[config.mk]
export PLATFORM = sky130hd
export DESIGN_NAME = ex_stage_flat
export DESIGN_NICKNAME = d
export VERILOG_FILES = /design/src/rtl/ex_stage_if.sv /design/src/rtl/ex_stage.sv /design/src/flat_wrapper.sv
export SDC_FILE = /design/constraint.sdc
export NUM_CORES = 1
export LEC_CHECK = 0
export BUFFER_PORTS_ARGS = -buffer_cell sky130_fd_sc_hd__buf_2
export CAP_MARGIN = 20
export CORE_ASPECT_RATIO = 0.5
export CORE_MARGIN = 1.5
export CORE_UTILIZATION = 25
export DETAILED_ROUTE_END_ITERATION = 7
export PLACE_DENSITY = 0.4
export SETUP_SLACK_MARGIN = 0.4
export SYNTH_ARGS = -nofsm -noshare
export SYNTH_HDL_FRONTEND = slang
export SYNTH_SLANG_ARGS = --single-unit
[constraint.sdc]
create_clock -name clk -period 13.3 [get_ports clk]
set_clock_uncertainty 0.2 [all_clocks]
set_input_delay 1.995 -clock clk [delete_from_list [all_inputs] [get_ports clk]]
set_output_delay 1.995 -clock clk [all_outputs]
set_load 0.03 [all_outputs]
[src/rtl/ex_stage_if.sv]
// Execute-stage bundle: decode/execute latch fields in, result/branch/CCR status out.
interface ex_stage_if #(
  parameter int DATA_W = 8
);
  logic              ld;
  logic [DATA_W-1:0] R_ra;
  logic [DATA_W-1:0] R_rb;
  logic [DATA_W-1:0] imm;
  logic [DATA_W-1:0] in_port;
  logic [DATA_W-1:0] fwd_data;
  logic [1:0]        has_hazard;
  logic [3:0]        ALU;
  logic [4:0]        Flags;
  logic [2:0]        BU;
  logic              SE2;
  logic [1:0]        SE3;
  logic              Hlt;
  logic              intr_save;
  logic [DATA_W-1:0] result;
  logic [3:0]        ccr;
  logic              branch_taken;
  logic              halted;

  modport master (
    output ld, R_ra, R_rb, imm, in_port, fwd_data, has_hazard,
    output ALU, Flags, BU, SE2, SE3, Hlt, intr_save,
    input  result, ccr, branch_taken, halted
  );

  modport slave (
    input  ld, R_ra, R_rb, imm, in_port, fwd_data, has_hazard,
    input  ALU, Flags, BU, SE2, SE3, Hlt, intr_save,
    output result, ccr, branch_taken, halted
  );
endinterface

[src/rtl/ex_stage.sv]
// Execute stage: operand forwarding, ALU, condition-code register with interrupt
// shadow, branch resolution against registered flags, and sticky halt.
module ex_stage #(
  parameter int DATA_W = 8
) (
  input  logic         clk,
  input  logic         reset,
  ex_stage_if.slave    bus
);
  localparam int MSB = DATA_W - 1;

  localparam logic [3:0] ALU_MOV  = 4'd0;
  localparam logic [3:0] ALU_ADD  = 4'd1;
  localparam logic [3:0] ALU_SUB  = 4'd2;
  localparam logic [3:0] ALU_AND  = 4'd3;
  localparam logic [3:0] ALU_OR   = 4'd4;
  localparam logic [3:0] ALU_NOT  = 4'd5;
  localparam logic [3:0] ALU_NEG  = 4'd6;
  localparam logic [3:0] ALU_INC  = 4'd7;
  localparam logic [3:0] ALU_DEC  = 4'd8;
  localparam logic [3:0] ALU_RLC  = 4'd9;
  localparam logic [3:0] ALU_RRC  = 4'd10;
  localparam logic [3:0] ALU_SETC = 4'd11;
  localparam logic [3:0] ALU_CLRC = 4'd12;

  logic [DATA_W-1:0] op_a_s;
  logic [DATA_W-1:0] op_b_pre_s;
  logic [DATA_W-1:0] op_b_s;
  logic [DATA_W-1:0] alu_out_s;
  logic [DATA_W-1:0] one_s;
  logic [DATA_W:0]   sum_s;
  logic [DATA_W:0]   diff_s;
  logic              c_new_s;
  logic              v_new_s;
  logic [3:0]        flag_val_s;
  logic [3:0]        ccr_next_s;
  logic [DATA_W-1:0] result_s;
  logic              branch_s;
  logic              adv_s;
  logic [3:0]        ccr_r;
  logic [3:0]        shadow_r;
  logic              halted_r;

  // Immediate sits after the forwarding mux so forwarding never overrides it.
  assign op_a_s     = bus.has_hazard[0] ? bus.fwd_data : bus.R_ra;
  assign op_b_pre_s = bus.has_hazard[1] ? bus.fwd_data : bus.R_rb;
  assign op_b_s     = bus.SE2 ? bus.imm : op_b_pre_s;
  assign one_s      = {{(DATA_W-1){1'b0}}, 1'b1};
  assign sum_s      = {1'b0, op_a_s} + {1'b0, op_b_s};
  assign diff_s     = {1'b0, op_a_s} - {1'b0, op_b_s};
  assign adv_s      = bus.ld & ~halted_r;

  // ALU datapath; C and V default to their current CCR value.
  always_comb begin
    alu_out_s = op_b_s;
    c_new_s   = ccr_r[2];
    v_new_s   = ccr_r[3];
    case (bus.ALU)
      ALU_MOV: alu_out_s = op_b_s;
      ALU_ADD: begin
        alu_out_s = sum_s[MSB:0];
        c_new_s   = sum_s[DATA_W];
        v_new_s   = (op_a_s[MSB] == op_b_s[MSB]) && (sum_s[MSB] != op_a_s[MSB]);
      end
      ALU_SUB: begin
        alu_out_s = diff_s[MSB:0];
        c_new_s   = diff_s[DATA_W];
        v_new_s   = (op_a_s[MSB] != op_b_s[MSB]) && (diff_s[MSB] != op_a_s[MSB]);
      end
      ALU_AND: alu_out_s = op_a_s & op_b_s;
      ALU_OR:  alu_out_s = op_a_s | op_b_s;
      ALU_NOT: alu_out_s = ~op_b_s;
      ALU_NEG: begin
        alu_out_s = {DATA_W{1'b0}} - op_b_s;
        c_new_s   = |op_b_s;
      end
      ALU_INC: begin
        alu_out_s = op_b_s + one_s;
        c_new_s   = &op_b_s;
      end
      ALU_DEC: begin
        alu_out_s = op_b_s - one_s;
        c_new_s   = ~|op_b_s;
      end
      ALU_RLC: begin
        alu_out_s = {op_b_s[MSB-1:0], ccr_r[2]};
        c_new_s   = op_b_s[MSB];
      end
      ALU_RRC: begin
        alu_out_s = {ccr_r[2], op_b_s[MSB:1]};
        c_new_s   = op_b_s[0];
      end
      ALU_SETC: c_new_s = 1'b1;
      ALU_CLRC: c_new_s = 1'b0;
      default:  alu_out_s = op_b_s;
    endcase
  end

  assign flag_val_s = {v_new_s, c_new_s, alu_out_s[MSB], ~|alu_out_s};

  // Next CCR: shadow restore overrides the per-bit write enables.
  always_comb begin
    if (bus.Flags[4]) begin
      ccr_next_s = shadow_r;
    end else begin
      ccr_next_s = (bus.Flags[3:0] & flag_val_s) | (~bus.Flags[3:0] & ccr_r);
    end
  end

  // Result select.
  always_comb begin
    case (bus.SE3)
      2'd0:    result_s = alu_out_s;
      2'd1:    result_s = op_a_s;
      2'd2:    result_s = op_b_s;
      2'd3:    result_s = bus.in_port;
      default: result_s = alu_out_s;
    endcase
  end

  // Branch resolution uses registered flags, except LOOP which tests the ALU output.
  always_comb begin
    if (!bus.ld || halted_r) begin
      branch_s = 1'b0;
    end else begin
      case (bus.BU)
        3'd0:    branch_s = 1'b0;
        3'd1:    branch_s = ccr_r[0];
        3'd2:    branch_s = ccr_r[1];
        3'd3:    branch_s = ccr_r[2];
        3'd4:    branch_s = ccr_r[3];
        3'd5:    branch_s = 1'b1;
        3'd6:    branch_s = |alu_out_s;
        3'd7:    branch_s = 1'b0;
        default: branch_s = 1'b0;
      endcase
    end
  end

  // Architectural state; shadow captures the pre-update CCR.
  always_ff @(posedge clk or negedge reset) begin
    if (!reset) begin
      ccr_r    <= 4'b0000;
      shadow_r <= 4'b0000;
      halted_r <= 1'b0;
    end else begin
      if (adv_s) begin
        ccr_r <= ccr_next_s;
        if (bus.intr_save) begin
          shadow_r <= ccr_r;
        end
      end
      if (bus.ld && bus.Hlt) begin
        halted_r <= 1'b1;
      end
    end
  end

  assign bus.result       = result_s;
  assign bus.branch_taken = branch_s;
  assign bus.ccr          = ccr_r;
  assign bus.halted       = halted_r;
endmodule

[src/flat_wrapper.sv]
// flat-port wrapper written by rule: the top's interface ports become plain ports
module ex_stage_flat 
#(
  parameter int DATA_W = 8
)
  (clk, reset, bus_ld, bus_R_ra, bus_R_rb, bus_imm, bus_in_port, bus_fwd_data, bus_has_hazard, bus_ALU, bus_Flags, bus_BU, bus_SE2, bus_SE3, bus_Hlt, bus_intr_save, bus_result, bus_ccr, bus_branch_taken, bus_halted);
  ex_stage_if #(.DATA_W(DATA_W)) bus_i ();
  input  logic clk;
  input  logic reset;
  input wire logic [$bits(bus_i.ld)-1:0] bus_ld;
  input wire logic [$bits(bus_i.R_ra)-1:0] bus_R_ra;
  input wire logic [$bits(bus_i.R_rb)-1:0] bus_R_rb;
  input wire logic [$bits(bus_i.imm)-1:0] bus_imm;
  input wire logic [$bits(bus_i.in_port)-1:0] bus_in_port;
  input wire logic [$bits(bus_i.fwd_data)-1:0] bus_fwd_data;
  input wire logic [$bits(bus_i.has_hazard)-1:0] bus_has_hazard;
  input wire logic [$bits(bus_i.ALU)-1:0] bus_ALU;
  input wire logic [$bits(bus_i.Flags)-1:0] bus_Flags;
  input wire logic [$bits(bus_i.BU)-1:0] bus_BU;
  input wire logic [$bits(bus_i.SE2)-1:0] bus_SE2;
  input wire logic [$bits(bus_i.SE3)-1:0] bus_SE3;
  input wire logic [$bits(bus_i.Hlt)-1:0] bus_Hlt;
  input wire logic [$bits(bus_i.intr_save)-1:0] bus_intr_save;
  output wire logic [$bits(bus_i.result)-1:0] bus_result;
  output wire logic [$bits(bus_i.ccr)-1:0] bus_ccr;
  output wire logic [$bits(bus_i.branch_taken)-1:0] bus_branch_taken;
  output wire logic [$bits(bus_i.halted)-1:0] bus_halted;
  assign bus_i.ld = bus_ld;
  assign bus_i.R_ra = bus_R_ra;
  assign bus_i.R_rb = bus_R_rb;
  assign bus_i.imm = bus_imm;
  assign bus_i.in_port = bus_in_port;
  assign bus_i.fwd_data = bus_fwd_data;
  assign bus_i.has_hazard = bus_has_hazard;
  assign bus_i.ALU = bus_ALU;
  assign bus_i.Flags = bus_Flags;
  assign bus_i.BU = bus_BU;
  assign bus_i.SE2 = bus_SE2;
  assign bus_i.SE3 = bus_SE3;
  assign bus_i.Hlt = bus_Hlt;
  assign bus_i.intr_save = bus_intr_save;
  assign bus_result = bus_i.result;
  assign bus_ccr = bus_i.ccr;
  assign bus_branch_taken = bus_i.branch_taken;
  assign bus_halted = bus_i.halted;
  ex_stage #(.DATA_W(DATA_W)) u_core (.clk(clk), .reset(reset), .bus(bus_i));
endmodule
Word level (Yosys, flattened, before mapping)
Index checks and enable logic that the tools add are counted.

cells by class
  add/sub/neg operators = 5
  eq/ne operators = 26
  mux-type cells = 10
  bitwise gates (word level) = 9
  reduce and logical (&&, ||, !) cells = 14

operators by type and width
  cell                                                                number
  8-bit one-hot mux with 10 select lines                              1
  8-bit one-hot mux with 4 select lines                               1
  8-bit two-way mux                                                   3
  4-bit == test, second input constant                                5
  4-bit by 3-bit == test with 1-bit output, second input constant     4
  8-bit OR reduction                                                  2
  3-bit == test, second input constant                                4
  8-bit by 8-bit adder with 9-bit output                              1
  1-bit one-hot mux with 9 select lines                               1
  8-bit by 8-bit subtractor with 9-bit output                         1
  8-bit by 1-bit adder with 8-bit output, second input constant       1
  4-bit AND                                                           2
  8-bit AND                                                           1
  4-bit by 2-bit == test with 1-bit output, second input constant     2
  8-bit inverter                                                      1
  8-bit OR                                                            1
  8-bit AND reduction                                                 1
  1-bit by 8-bit subtractor with 8-bit output, first input constant   1
  8-bit by 1-bit subtractor with 8-bit output, second input constant  1
  1-bit one-hot mux with 7 select lines                               1
  3-bit by 2-bit == test with 1-bit output, second input constant     2
  2-bit == test, second input constant                                2
  4-bit by 1-bit == test with 1-bit output, second input constant     1
  4-bit two-way mux                                                   1
  other kinds (17)                                                    23

word-level totals
  register bits after elaboration = 9
  bits of input ports = 62
  output and inout bits = 14
  word-level logic and storage cells = 67

Depth between registers and ports, before layout
Gate-level depths: netlist of run 1.

  depth after elaboration = 9
  depth in mapped cells = 16
  mapped depth without buffers = 15

Worst setup path after synthesis of run 1
Ideal clock, no wire load.

  path type = input to output
  start point = input port bus_has_hazard[1]
  end point = output port bus_branch_taken
  arrival = 5.388 ns
  required time = 11.105 ns
  setup slack = 5.717 ns
  stages on the path = 14
  path buffers = 1
  cell sequence = buf_6 > mux2_4 > mux2i_4 > inv_2 > ha_1 > fa_1 > a221oi_1 > xnor2_1 > a21oi_1 > nor3b_1 > a221o_1 > nand3_1 > nor3_1 > a211oi_1

between the ends
  cells in the longest elaborated chain, start to end = 7
  elaborated cells between the ends (all ways) = 14
  those cells by class = add/sub: 5; mux: 5; bitwise: 3; reduce/logical: 1

RTL lines
  item                                                                       RTL line            source
  start: declaration                                                         flat_wrapper.sv:16  input wire logic [$bits(bus_i.has_hazard)-1:0] bus_has_hazard;
  8-bit two-way mux (*)                                                      ex_stage.sv:46      assign op_b_pre_s = bus.has_hazard[1] ? bus.fwd_data : bus.R_rb;
  8-bit two-way mux (*)                                                      ex_stage.sv:47      assign op_b_s = bus.SE2 ? bus.imm : op_b_pre_s;
  8-bit by 1-bit subtractor with 8-bit output, or another cell as far along  ex_stage.sv:82      alu_out_s = op_b_s - one_s;
  8-bit one-hot mux with 10 select lines (*)                                 ex_stage.sv:58      case (bus.ALU)
  8-bit OR reduction (*)                                                     ex_stage.sv:133     3'd6: branch_s = |alu_out_s;
  1-bit one-hot mux with 7 select lines (*)                                  ex_stage.sv:126     case (bus.BU)
  1-bit two-way mux (*)                                                      ex_stage.sv:123     if (!bus.ld || halted_r) begin
  end: declaration                                                           flat_wrapper.sv:26  output wire logic [$bits(bus_i.branch_taken)-1:0] bus_branch_taken;

Every way passes the cells marked *; elsewhere a longest branch is shown, timed or not.

Final worst setup path of run 1
Ends and elaborated chain as after synthesis.

==> flow_metrics.tcl, run 1 <==
set metrics [dict create \
    clock-sinks 9 \
    ctsHoldBuffers 0 \
    hold_depth 1 \
    setup_viol 0 \
    wl_mm 12.7 \
    timing.fmax_ghz 0.122 \
    cts_tree "yes" \
    wire_per_inst_um 19.6 \
    crit_buf_inv 3 \
    final_nets 578 \
    ctsHtreeMaxLevel 1 \
    post-route-min-period_ns 8.18 \
    grt_pass1_vias 3369 \
    powerDensity_mw_per_mm2 67.3 \
    finalSetupTns_ns 0 \
    viasPerCell 5.61 \
    status "completed" \
    core_mm2 0.0126 \
    critPathCaptureType "primary output" \
    diodes 0 \
    fin_cells 651 \
    drv_cap 0 \
    hpwlAfterDp_mm 10.0 \
    cts.root.buffer_cell "clkbuf_16" \
    final_cell_area_mm2 0.00373 \
    max-slew-margin-rel_pct 26.7 \
    synth_top_cell_by_area "ha_1" \
    netlist_area_mm2 0.00323 \
    power_uw 251 \
    drive_above_1_share_pct 24.1 \
    num_rows 29 \
    area_growth_pct 15.3 \
    hold_violations 0 \
    setup_ws_ns 5.12 \
    grt_pass1_wl_mm 19.6 \
    ios 76 \
    syn_avg_cell_area_um2 7.52 \
    syn_inst 430 \
    ys_ff_latch 9 \
    worstSetupPathType "in -> out" \
    multiInputGateArea_mm2 0.00273 \
    ctsResizeCount 0 \
    gp_congestion 0.862 \
    postCtsSetupRepairBufs 0 \
    vias 3655 \
    synthTopCellsByArea "ha_1, dfrtp_1, nand2_1, mux2_2, a21oi_1" \
    synth_most_common_cell "nand2_1" \
    io_buffers 75 \
    antenna_found_initial 0 \
    cp.required_ns 11.10 \
    fp.dieH_um 83.4 \
    async_flop_share_pct 100 \
    start_util_pct 25.6 \
    ys_warn_count 0 \
    ir_drop_mv 0.0543 \
    syn-num-nets 526 \
    placed_cell_area_mm2 0.00365 \
    path_clk_slew_ns 0.04 \
    firstDrtPassIters 5 \
    worst_ep_arrival_time_ns 5.98 \
    nFillCells 1424 \
    cp_slowest_stage_delay_ns 0.54 \
    period_share_pct 61.5 \
    synth_flop_cell "dfrtp_1" \
    detailedPlace.worstSlack_ns 5.34 \
    start_kind "primary input" \
    grt_max_degree 30 \
    rsz0062_at_grt "false" \
    clk_path_buf_depth 2 \
    yosysTopAreaCellShare_pct 12.0 \
    regArea_um2 225 \
    drt_iter0_markers 246 \
    track_usage_pct 18.4 \
    hold_class "reg -> reg" \
    path_delay_family "simple AND/OR/NAND/NOR gates" \
    cp_slowest_cell "nor3_1" \
    synth_cell_types 74 \
    drc 0 \
    place_inst 647 \
    path_cells "buf_2 > mux2_4 > mux2i_4 > inv_2 > ha_1 > fa_1 > a32o_1 > a22o_1 > nor4_1 > a22oi_1 > nor3_1 > nand3_1 > nor3_1 > a211oi_1 > buf_2" \
    die_area_mm2 0.0137 \
    grt-ovfl-total 0 \
    synth_edf_count 0 \
    worst_hold_path.endpoint "u_core.bus.halted$_DFFE_PN0P_" \
    path_max_fanout 9 \
    postRouteAntennaNets 0 \
    hp-start "u_core.bus.halted$_DFFE_PN0P_" \
    r2r_cells 6 \
    drv_slew 0 \
    die_w_um 164 \
    tightest_slew_ns 1.08 \
    synth_common_cells "nand2_1, nor2_1, ha_1" \
    p_leak_uw 0.00165 \
    ys_seq_area_share_pct 6.97 \
    numCtsBuffers 3 \
    r2r_slack_ns 10.70 \
    clk_latency_ns 0.23 \
]
[routing by layer]
| layer | share of wire (%) | vias up | GRT usage (%) |
|---|---|---|---|
| met3 | 7.7 | 8 | 1.25 |
| li1 | - | 1717 | - |
| met1 | 52 | 1764 | 30.0 |
| met4 | 0.49 | 0 | 2.07 |
| met5 | 0 | - | 0 |
| met2 | 40 | 166 | 26.5 |
[kinds of logic (layout without fill, tap and decap cells)]
group | after synthesis | count (layout) | share of synthesized area, %
buf+inv | 55 | 106 | 8.48
compound gates | 140 | 140 | 30.4
simple gates | 144 | 144 | 23.0
flops | 9 | 9 | 6.97
fa+ha+maj | 34 | 34 | 13.9
mux | 34 | 34 | 13.5
xor+xnor | 14 | 14 | 3.79
[report_power, final]
group | switching, uW | internal, uW
sequential | 1.84 | 30.1
clock | 13.0 | 40.0
combinational | 103 | 62.9
[cells in the final DEF (no fill, tap or decap), types with 12 or more instances in the layout]
master	instances
a21oi_1	28
inv_1	24
nor3_1	15
mux2i_1	14
nor2_1	32
xnor2_1	12
buf_2	75
o22ai_1	12
mux2_2	13
o21ai_0	19
ha_1	31
nand2_1	42
[layout make-up]
type / count / share of cell area, %
clock buffer: 4 / 2.11
inverter: 27 / 2.72
multi-input combinational: 366 / 73.3
sequential: 9 / 6.04
tap: 170 / 5.71
timing repair buffer: 75 / 10.1
[how the worst max path moves through the flow]
stage	start	to	slack [ns]	cells after the start
6_report	bus_has_hazard[1]	bus_branch_taken	5.12	15
5_1_grt	bus_has_hazard[1]	bus_branch_taken	4.95	14
4_1_cts	bus_has_hazard[1]	bus_branch_taken	5.31	14
3_5_place_dp	bus_has_hazard[1]	bus_branch_taken	5.34	14
3_3_place_gp	bus_has_hazard[1]	bus_branch_taken	5.33	15
2_1_floorplan	bus_has_hazard[1]	bus_branch_taken	5.72	14
[per-stage QoR]
step	utilization [%]	hold WS (ns)
final	29.5	0.274
after global routing	29.5	0.312
after CTS	29.5	0.282
after detailed placement	28.9	0.272
after global placement	28.9	0.277
after floorplan	-	0.275
(Power assumes the default switching activity.)
==> inputs of run 2 (changes only) <==
--- a/config.mk
+++ b/config.mk
@@ -5,13 +5,14 @@
 export SDC_FILE = /design/constraint.sdc
 export NUM_CORES = 1
 export LEC_CHECK = 0
+export ABC_AREA = 1
 export BUFFER_PORTS_ARGS = -buffer_cell sky130_fd_sc_hd__buf_2
 export CAP_MARGIN = 20
 export CORE_ASPECT_RATIO = 0.5
 export CORE_MARGIN = 1.5
 export CORE_UTILIZATION = 25
 export DETAILED_ROUTE_END_ITERATION = 7
-export PLACE_DENSITY = 0.4
+export PLACE_DENSITY = 0.42
 export SETUP_SLACK_MARGIN = 0.4
 export SYNTH_ARGS = -nofsm -noshare
 export SYNTH_HDL_FRONTEND = slang
==> constraint.sdc (replaced) <==
create_clock -name clk -period 7.3 [get_ports clk]
set_clock_uncertainty 0.2 [all_clocks]
set_input_delay 1.095 -clock clk [delete_from_list [all_inputs] [get_ports clk]]
set_output_delay 1.095 -clock clk [all_outputs]
set_load 0.03 [all_outputs]
==> run 2 against run 1 <==
Net effect: register-to-register slack got worse by 5.3 ns; global-route usage rose by 0.80 points; flip-flop and latch count is the same; total power up 69%; combinational power increased by 66%; first-iteration DRC count up 13%; die area grew 2.7%; count of clock-buffer cells in the layout unchanged; clock power is 84% higher; largest cell class unchanged; non-clock buffer count is 3 higher.
==> flow_metrics.tcl, run 2 <==
set metrics [dict create \
    rsz0062_at_grt "false" \
    final_nets 769 \
    clkPwrFrac_pct 23.0 \
    cp_slowest_cell "o21ai_0" \
    clock-sinks 9 \
    timing.fmax_ghz 0.181 \
    p_leak_uw 0.00217 \
    cp.required_ns 6.00 \
    synth_top_cell_by_area "nand2_1" \
    worstSetupPathType "in -> out" \
    clk_latency_ns 0.24 \
    post-route-min-period_ns 5.53 \
    nFillCells 1521 \
    antenna_found_initial 0 \
    synth_edf_count 0 \
    max-slew-margin-rel_pct 28.1 \
    wire_per_inst_um 15.9 \
    netlist_area_mm2 0.00332 \
    layout_commonest_cell "nand2_1" \
    status "completed" \
    p_switching_uw 213 \
    worst_ep_arrival_time_ns 4.24 \
    cts_tree "yes" \
    drt_iter0_markers 279 \
    numCtsBuffers 3 \
    gp_congestion 0.882 \
    clk_path_buf_depth 2 \
    regArea_um2 225 \
    viasPerCell 4.90 \
    drc 0 \
    cts.root.buffer_cell "clkbuf_16" \
    p_comb_share_pct 65.1 \
    finalSetupTns_ns 0 \
    drive_above_1_share_pct 20.5 \
    start_util_pct 26.0 \
    start_kind "primary input" \
    syn_avg_cell_area_um2 5.55 \
    sw_frac_of_total_pct 50.4 \
    die_area_mm2 0.0140 \
    powerDensity_mw_per_mm2 107 \
    ctsResizeCount 0 \
    drv_slew 0 \
    grt-ovfl-total 0 \
    hold_class "reg -> reg" \
    track_usage_pct 19.2 \
    fp.dieH_um 84.5 \
    postRouteAntennaNets 0 \
    hpwlAfterDp_mm 11.4 \
    ctsHtreeMaxLevel 1 \
    postCtsSetupRepairBufs 0 \
    grt_max_degree 17 \
    synth_cell_types 43 \
    path_cells "buf_2 > o21ai_0 > inv_1 > ha_1 > fa_1 > inv_1 > nand2_1 > nand2_1 > nor2_1 > nor2_1 > nand3_1 > nor2_1 > a21oi_2 > nor2_1 > nand3_1 > nor2_2 > nand3_1 > nand2_1 > a21oi_2 > buf_2" \
    synth_flop_cell "dfrtp_1" \
    firstDrtPassIters 5 \
    hold_depth 2 \
    pwr-share-seq_pct 11.8 \
    ctsHoldBuffers 0 \
    power_uw 423 \
    num_rows 29 \
    area_growth_pct 18.6 \
    ys_ff_latch 9 \
    crit_buf_inv 4 \
    yosysTopAreaCellShare_pct 20.2 \
    syn_inst 599 \
    crit_cells 20 \
    path_clk_slew_ns 0.04 \
    ir_drop_mv 0.116 \
    vias 4127 \
    drv_cap 0 \
    critPathCaptureType "primary output" \
    grt_pass1_wl_mm 21.3 \
    synth_most_common_cell "nand2_1" \
    path_max_fanout 16 \
    hold_violations 0 \
    ys_seq_area_share_pct 6.77 \
    setup_viol 0 \
    r2r_cells 11 \
    core_mm2 0.0128 \
    grt_pass1_vias 3870 \
    cp_slowest_stage_delay_ns 0.62 \
    syn-num-nets 695 \
    synth_common_cells "nand2_1, inv_1, nand3_1" \
    synthTopCellsByArea "nand2_1, ha_1, nand3_1, inv_1, dfrtp_1" \
    final_cell_mix "nand2_1, inv_1, buf_2, nand3_1, nor2_1" \
    p_int_uw 210 \
    die_w_um 166 \
    multiInputGateArea_mm2 0.00265 \
    ios 76 \
    wl_mm 13.4 \
    io_buffers 75 \
    async_flop_share_pct 100 \
    diodes 0 \
    path_delay_family "simple AND/OR/NAND/NOR gates" \
    ys_warn_count 0 \
    period_share_pct 75.8 \
    tightest_slew_ns 1.07 \
    cp_common_cell "nor2_1" \
]
## run 2: metrics by stage
| stage | util, % | cells | cell area (um2) | setup WS, ns | hold WS [ns] |
|---|---|---|---|---|---|
| after floorplan | - | 599 | 3320 | 2.46 | 0.253 |
| after global placement | 30.1 | 837 | 3860 | 1.79 | 0.260 |
| after detailed placement | 30.2 | 838 | 3860 | 1.87 | 0.277 |
| after CTS | 30.8 | 842 | 3940 | 1.86 | 0.285 |
| after global routing | 30.8 | 842 | 3940 | 1.55 | 0.297 |
| final | 30.8 | 842 | 3940 | 1.77 | 0.278 |
## run 2: logic make-up after synthesis
logic type      after synthesis  share of synthesized area [%]
flops                         9                           6.77
compound gates               73                           13.4
mux                           1                          0.339
simple gates                373                           52.3
xor+xnor                      1                          0.264
fa+ha+maj                    34                           13.5
buf+inv                     108                           13.4
## run 2: metal layers
| layer | vias to the layer above | track usage (%) | part of all wire, % |
|---|---|---|---|
| li1 | 2079 | - | - |
| met1 | 1878 | 30.4 | 53 |
| met2 | 159 | 28.3 | 39 |
| met3 | 11 | 1.32 | 6.5 |
| met4 | 0 | 3.28 | 1.1 |
| met5 | - | 0 | 0 |
## run 2: power by group through the flow
| stage | Clock (uW) | Sequential, uW | Combinational (uW) |
|---|---|---|---|
| final | 97.4 | 50.1 | 276 |
| after global routing | 102 | 50.1 | 309 |
| after CTS | 98.6 | 50.1 | 273 |
| after detailed placement | 0 | 50.8 | 272 |
| after global placement | 0 | 50.8 | 273 |
| after floorplan | 0 | 50.8 | 188 |
## run 2: area by class of cell
type / instances / area share, %
Clock buffer: 4 / 2.00
Inverter: 99 / 9.56
Multi-Input combinational cell: 482 / 67.3
Sequential cell: 9 / 5.71
Tap cell: 170 / 5.40
Timing Repair Buffer: 78 / 10.0
## run 2: path summary, 6_finish.rpt
| check | endpoint | slack, ns | from |
|---|---|---|---|
| max | bus_branch_taken | 1.77 | bus_has_hazard[0] |
| min | u_core.bus.halted$_DFFE_PN0P_ | 0.28 | u_core.bus.halted$_DFFE_PN0P_ |
| max reg2reg | flip-flop | 5.42 | flip-flop |
| min reg2reg | u_core.bus.halted$_DFFE_PN0P_ | 0.28 | u_core.bus.halted$_DFFE_PN0P_ |
| max in group asynchronous | u_core.bus.halted$_DFFE_PN0P_ | 6.21 | reset |
| min in group asynchronous | u_core.shadow_r[2]$_DFFE_PN0P_ | 0.51 | reset |
## run 2: worst min-delay path: stages (launching register included)
cell     delay [ns]
dfrtp_1        0.33
inv_1          0.05
nand2_1        0.06
==> inputs of run 3 (changes only) <==
--- a/config.mk
+++ b/config.mk
@@ -5,14 +5,14 @@
 export SDC_FILE = /design/constraint.sdc
 export NUM_CORES = 1
 export LEC_CHECK = 0
-export ABC_AREA = 1
+export ABC_AREA = 0
 export BUFFER_PORTS_ARGS = -buffer_cell sky130_fd_sc_hd__buf_2
 export CAP_MARGIN = 20
 export CORE_ASPECT_RATIO = 0.5
 export CORE_MARGIN = 1.5
 export CORE_UTILIZATION = 25
 export DETAILED_ROUTE_END_ITERATION = 7
-export PLACE_DENSITY = 0.42
+export PLACE_DENSITY = 0.4
 export SETUP_SLACK_MARGIN = 0.4
 export SYNTH_ARGS = -nofsm -noshare
 export SYNTH_HDL_FRONTEND = slang
==> constraint.sdc (replaced) <==
create_clock -name clk -period 5.8 [get_ports clk]
set_clock_uncertainty 0.2 [all_clocks]
set_input_delay 0.87 -clock clk [delete_from_list [all_inputs] [get_ports clk]]
set_output_delay 0.87 -clock clk [all_outputs]
set_load 0.03 [all_outputs]
==> run 3 against run 2 <==
Net effect: routed wire length decreased by 2.9%; die area shrank 2.7%; critical path depth is 5 lower; non-clock buffer count grew 14; flip-flop and latch count stayed put; global-route usage down 0.39 points; utilization rose by 0.11 points; register-to-register slack got worse by 2.0 ns; cell count fell by 21%; critical endpoint unchanged.
==> flow_metrics.tcl, run 3 (synthesis gave the netlist of run 1 again) <==
set metrics [dict create \
    hold_class "reg -> reg" \
    layout_commonest_cell "buf_2" \
    antenna_found_initial 0 \
    drt_iter0_markers 290 \
    ir_drop_mv 0.143 \
    nFillCells 1396 \
    die_area_mm2 0.0137 \
    gp_congestion 0.833 \
    start_util_pct 25.6 \
    grt_pass1_wl_mm 20.0 \
    postRouteAntennaNets 0 \
    regArea_um2 225 \
    rsz0062_at_grt "false" \
    ctsHtreeMaxLevel 1 \
    finalSetupTns_ns 0 \
    hold_violations 0 \
    p_leak_uw 0.00172 \
    num_rows 29 \
    worst_ep_arrival_time_ns 4.15 \
    path_max_fanout 9 \
    core_mm2 0.0126 \
    cts.root.buffer_cell "clkbuf_16" \
    grt_max_degree 29 \
    whs_ns 0.274 \
    viasPerCell 5.57 \
    fp.dieH_um 83.4 \
    period_share_pct 90.0 \
    final_cell_mix "buf_2, nand2_1, nor2_1, ha_1, a21oi_1" \
    final_nets 595 \
    firstDrtPassIters 4 \
    vias 3722 \
    wire_per_inst_um 19.5 \
    setup_viol 0 \
    die_w_um 164 \
    grt_pass1_vias 3440 \
    setup_ws_ns 0.577 \
    track_usage_pct 18.8 \
    wl_mm 13.0 \
    numCtsBuffers 3 \
    powerDensity_mw_per_mm2 152 \
    worstSetupPathType "in -> out" \
    diodes 0 \
    clk_path_buf_depth 2 \
    clk_latency_ns 0.23 \
    p_comb_share_pct 67.4 \
    p_switching_uw 276 \
    clkPwrFrac_pct 20.3 \
    timing.fmax_ghz 0.191 \
    path_clk_slew_ns 0.04 \
    clock-sinks 9 \
    cp.required_ns 4.73 \
    final_util_pct 30.9 \
    sw_frac_of_total_pct 46.4 \
    drv_cap 0 \
    ios 76 \
    io_buffers 75 \
    p_int_uw 318 \
    max-slew-margin-rel_pct 50.7 \
    drv_slew 0 \
    detailedPlace.worstSlack_ns 0.467 \
    hpwlAfterDp_mm 10.3 \
    tightest_slew_ns 0.738 \
    cts_tree "yes" \
    multiInputGateArea_mm2 0.00277 \
    status "completed" \
    grt-ovfl-total 0 \
    start_kind "primary input" \
    critPathCaptureType "primary output" \
    area_growth_pct 20.6 \
    postCtsSetupRepairBufs 0 \
    drive_above_1_share_pct 28.3 \
    drc 0 \
    pwr-share-seq_pct 12.3 \
    post-route-min-period_ns 5.22 \
]
==> run 3: per-layer routing <==
metal | share of wire, % | vias up | wire length (um) | GRT usage, %
li1 | - | 1748 | - | -
met3 | 5.7 | 10 | 745 | 1.10
met5 | 0 | - | 0 | 0
met2 | 41 | 154 | 5340 | 27.6
met4 | 1.1 | 0 | 138 | 2.89
met1 | 52 | 1810 | 6780 | 30.0
==> run 3: worst paths after layout <==
path,endpoint,startpoint,depth (start not counted),slack (ns)
min in group asynchronous,u_core.shadow_r[0]$_DFFE_PN0P_,reset,1,0.29
worst max-delay path,bus_branch_taken,bus_has_hazard[1],15,0.58
worst min register to register,u_core.bus.halted$_DFFE_PN0P_,u_core.bus.halted$_DFFE_PN0P_,1,0.27
worst min-delay path,u_core.bus.halted$_DFFE_PN0P_,u_core.bus.halted$_DFFE_PN0P_,1,0.27
max in group asynchronous,async pin,reset,1,4.93
worst max register to register,flip-flop,flip-flop,6,3.45
==> run 3: final cells by class <==
class,instances,share of cell area [%]
multi-input combinational,366,71.1
inverter,27,2.70
timing repair buffer,92,13.0
clock buffer,4,2.02
tap,170,5.46
sequential,9,5.78
==> run 3: metrics by stage <==
step	cells	instance area, um2	power (uW)
after floorplan	430	3230	345
after global placement	664	3780	468
after detailed placement	664	3780	463
after CTS	668	3850	587
after global routing	668	3900	636
final	668	3900	594
==> run 3: power groups by stage <==
stage          Combinational [uW]  Clock (uW)  Sequential, uW
2_1_floorplan                 268           0            77.2
3_3_place_gp                  394           0            73.9
3_5_place_dp                  389           0            74.0
4_1_cts                       391         123            73.2
5_1_grt                       434         128            74.3
6_report                      400         120            73.3
==> run 3: repair_timing <==
action,in CTS,in global routing
hold buffers,0,0
gates resized for setup,0,9
hold endpoints to repair,0,0
setup endpoints to repair,0,3
==> run 3: critical path, cell delays in order <==
cell and delay [ns]:
buf_2 0.15, mux2_4 0.33, mux2i_4 0.15, inv_2 0.13, ha_1 0.26, fa_1 0.44, a32o_1 0.25, a22o_1 0.18
nor4_1 0.29, a22oi_1 0.16, nor3_2 0.35, nand3_1 0.17, nor3_2 0.15, a211oi_2 0.10, buf_4 0.18
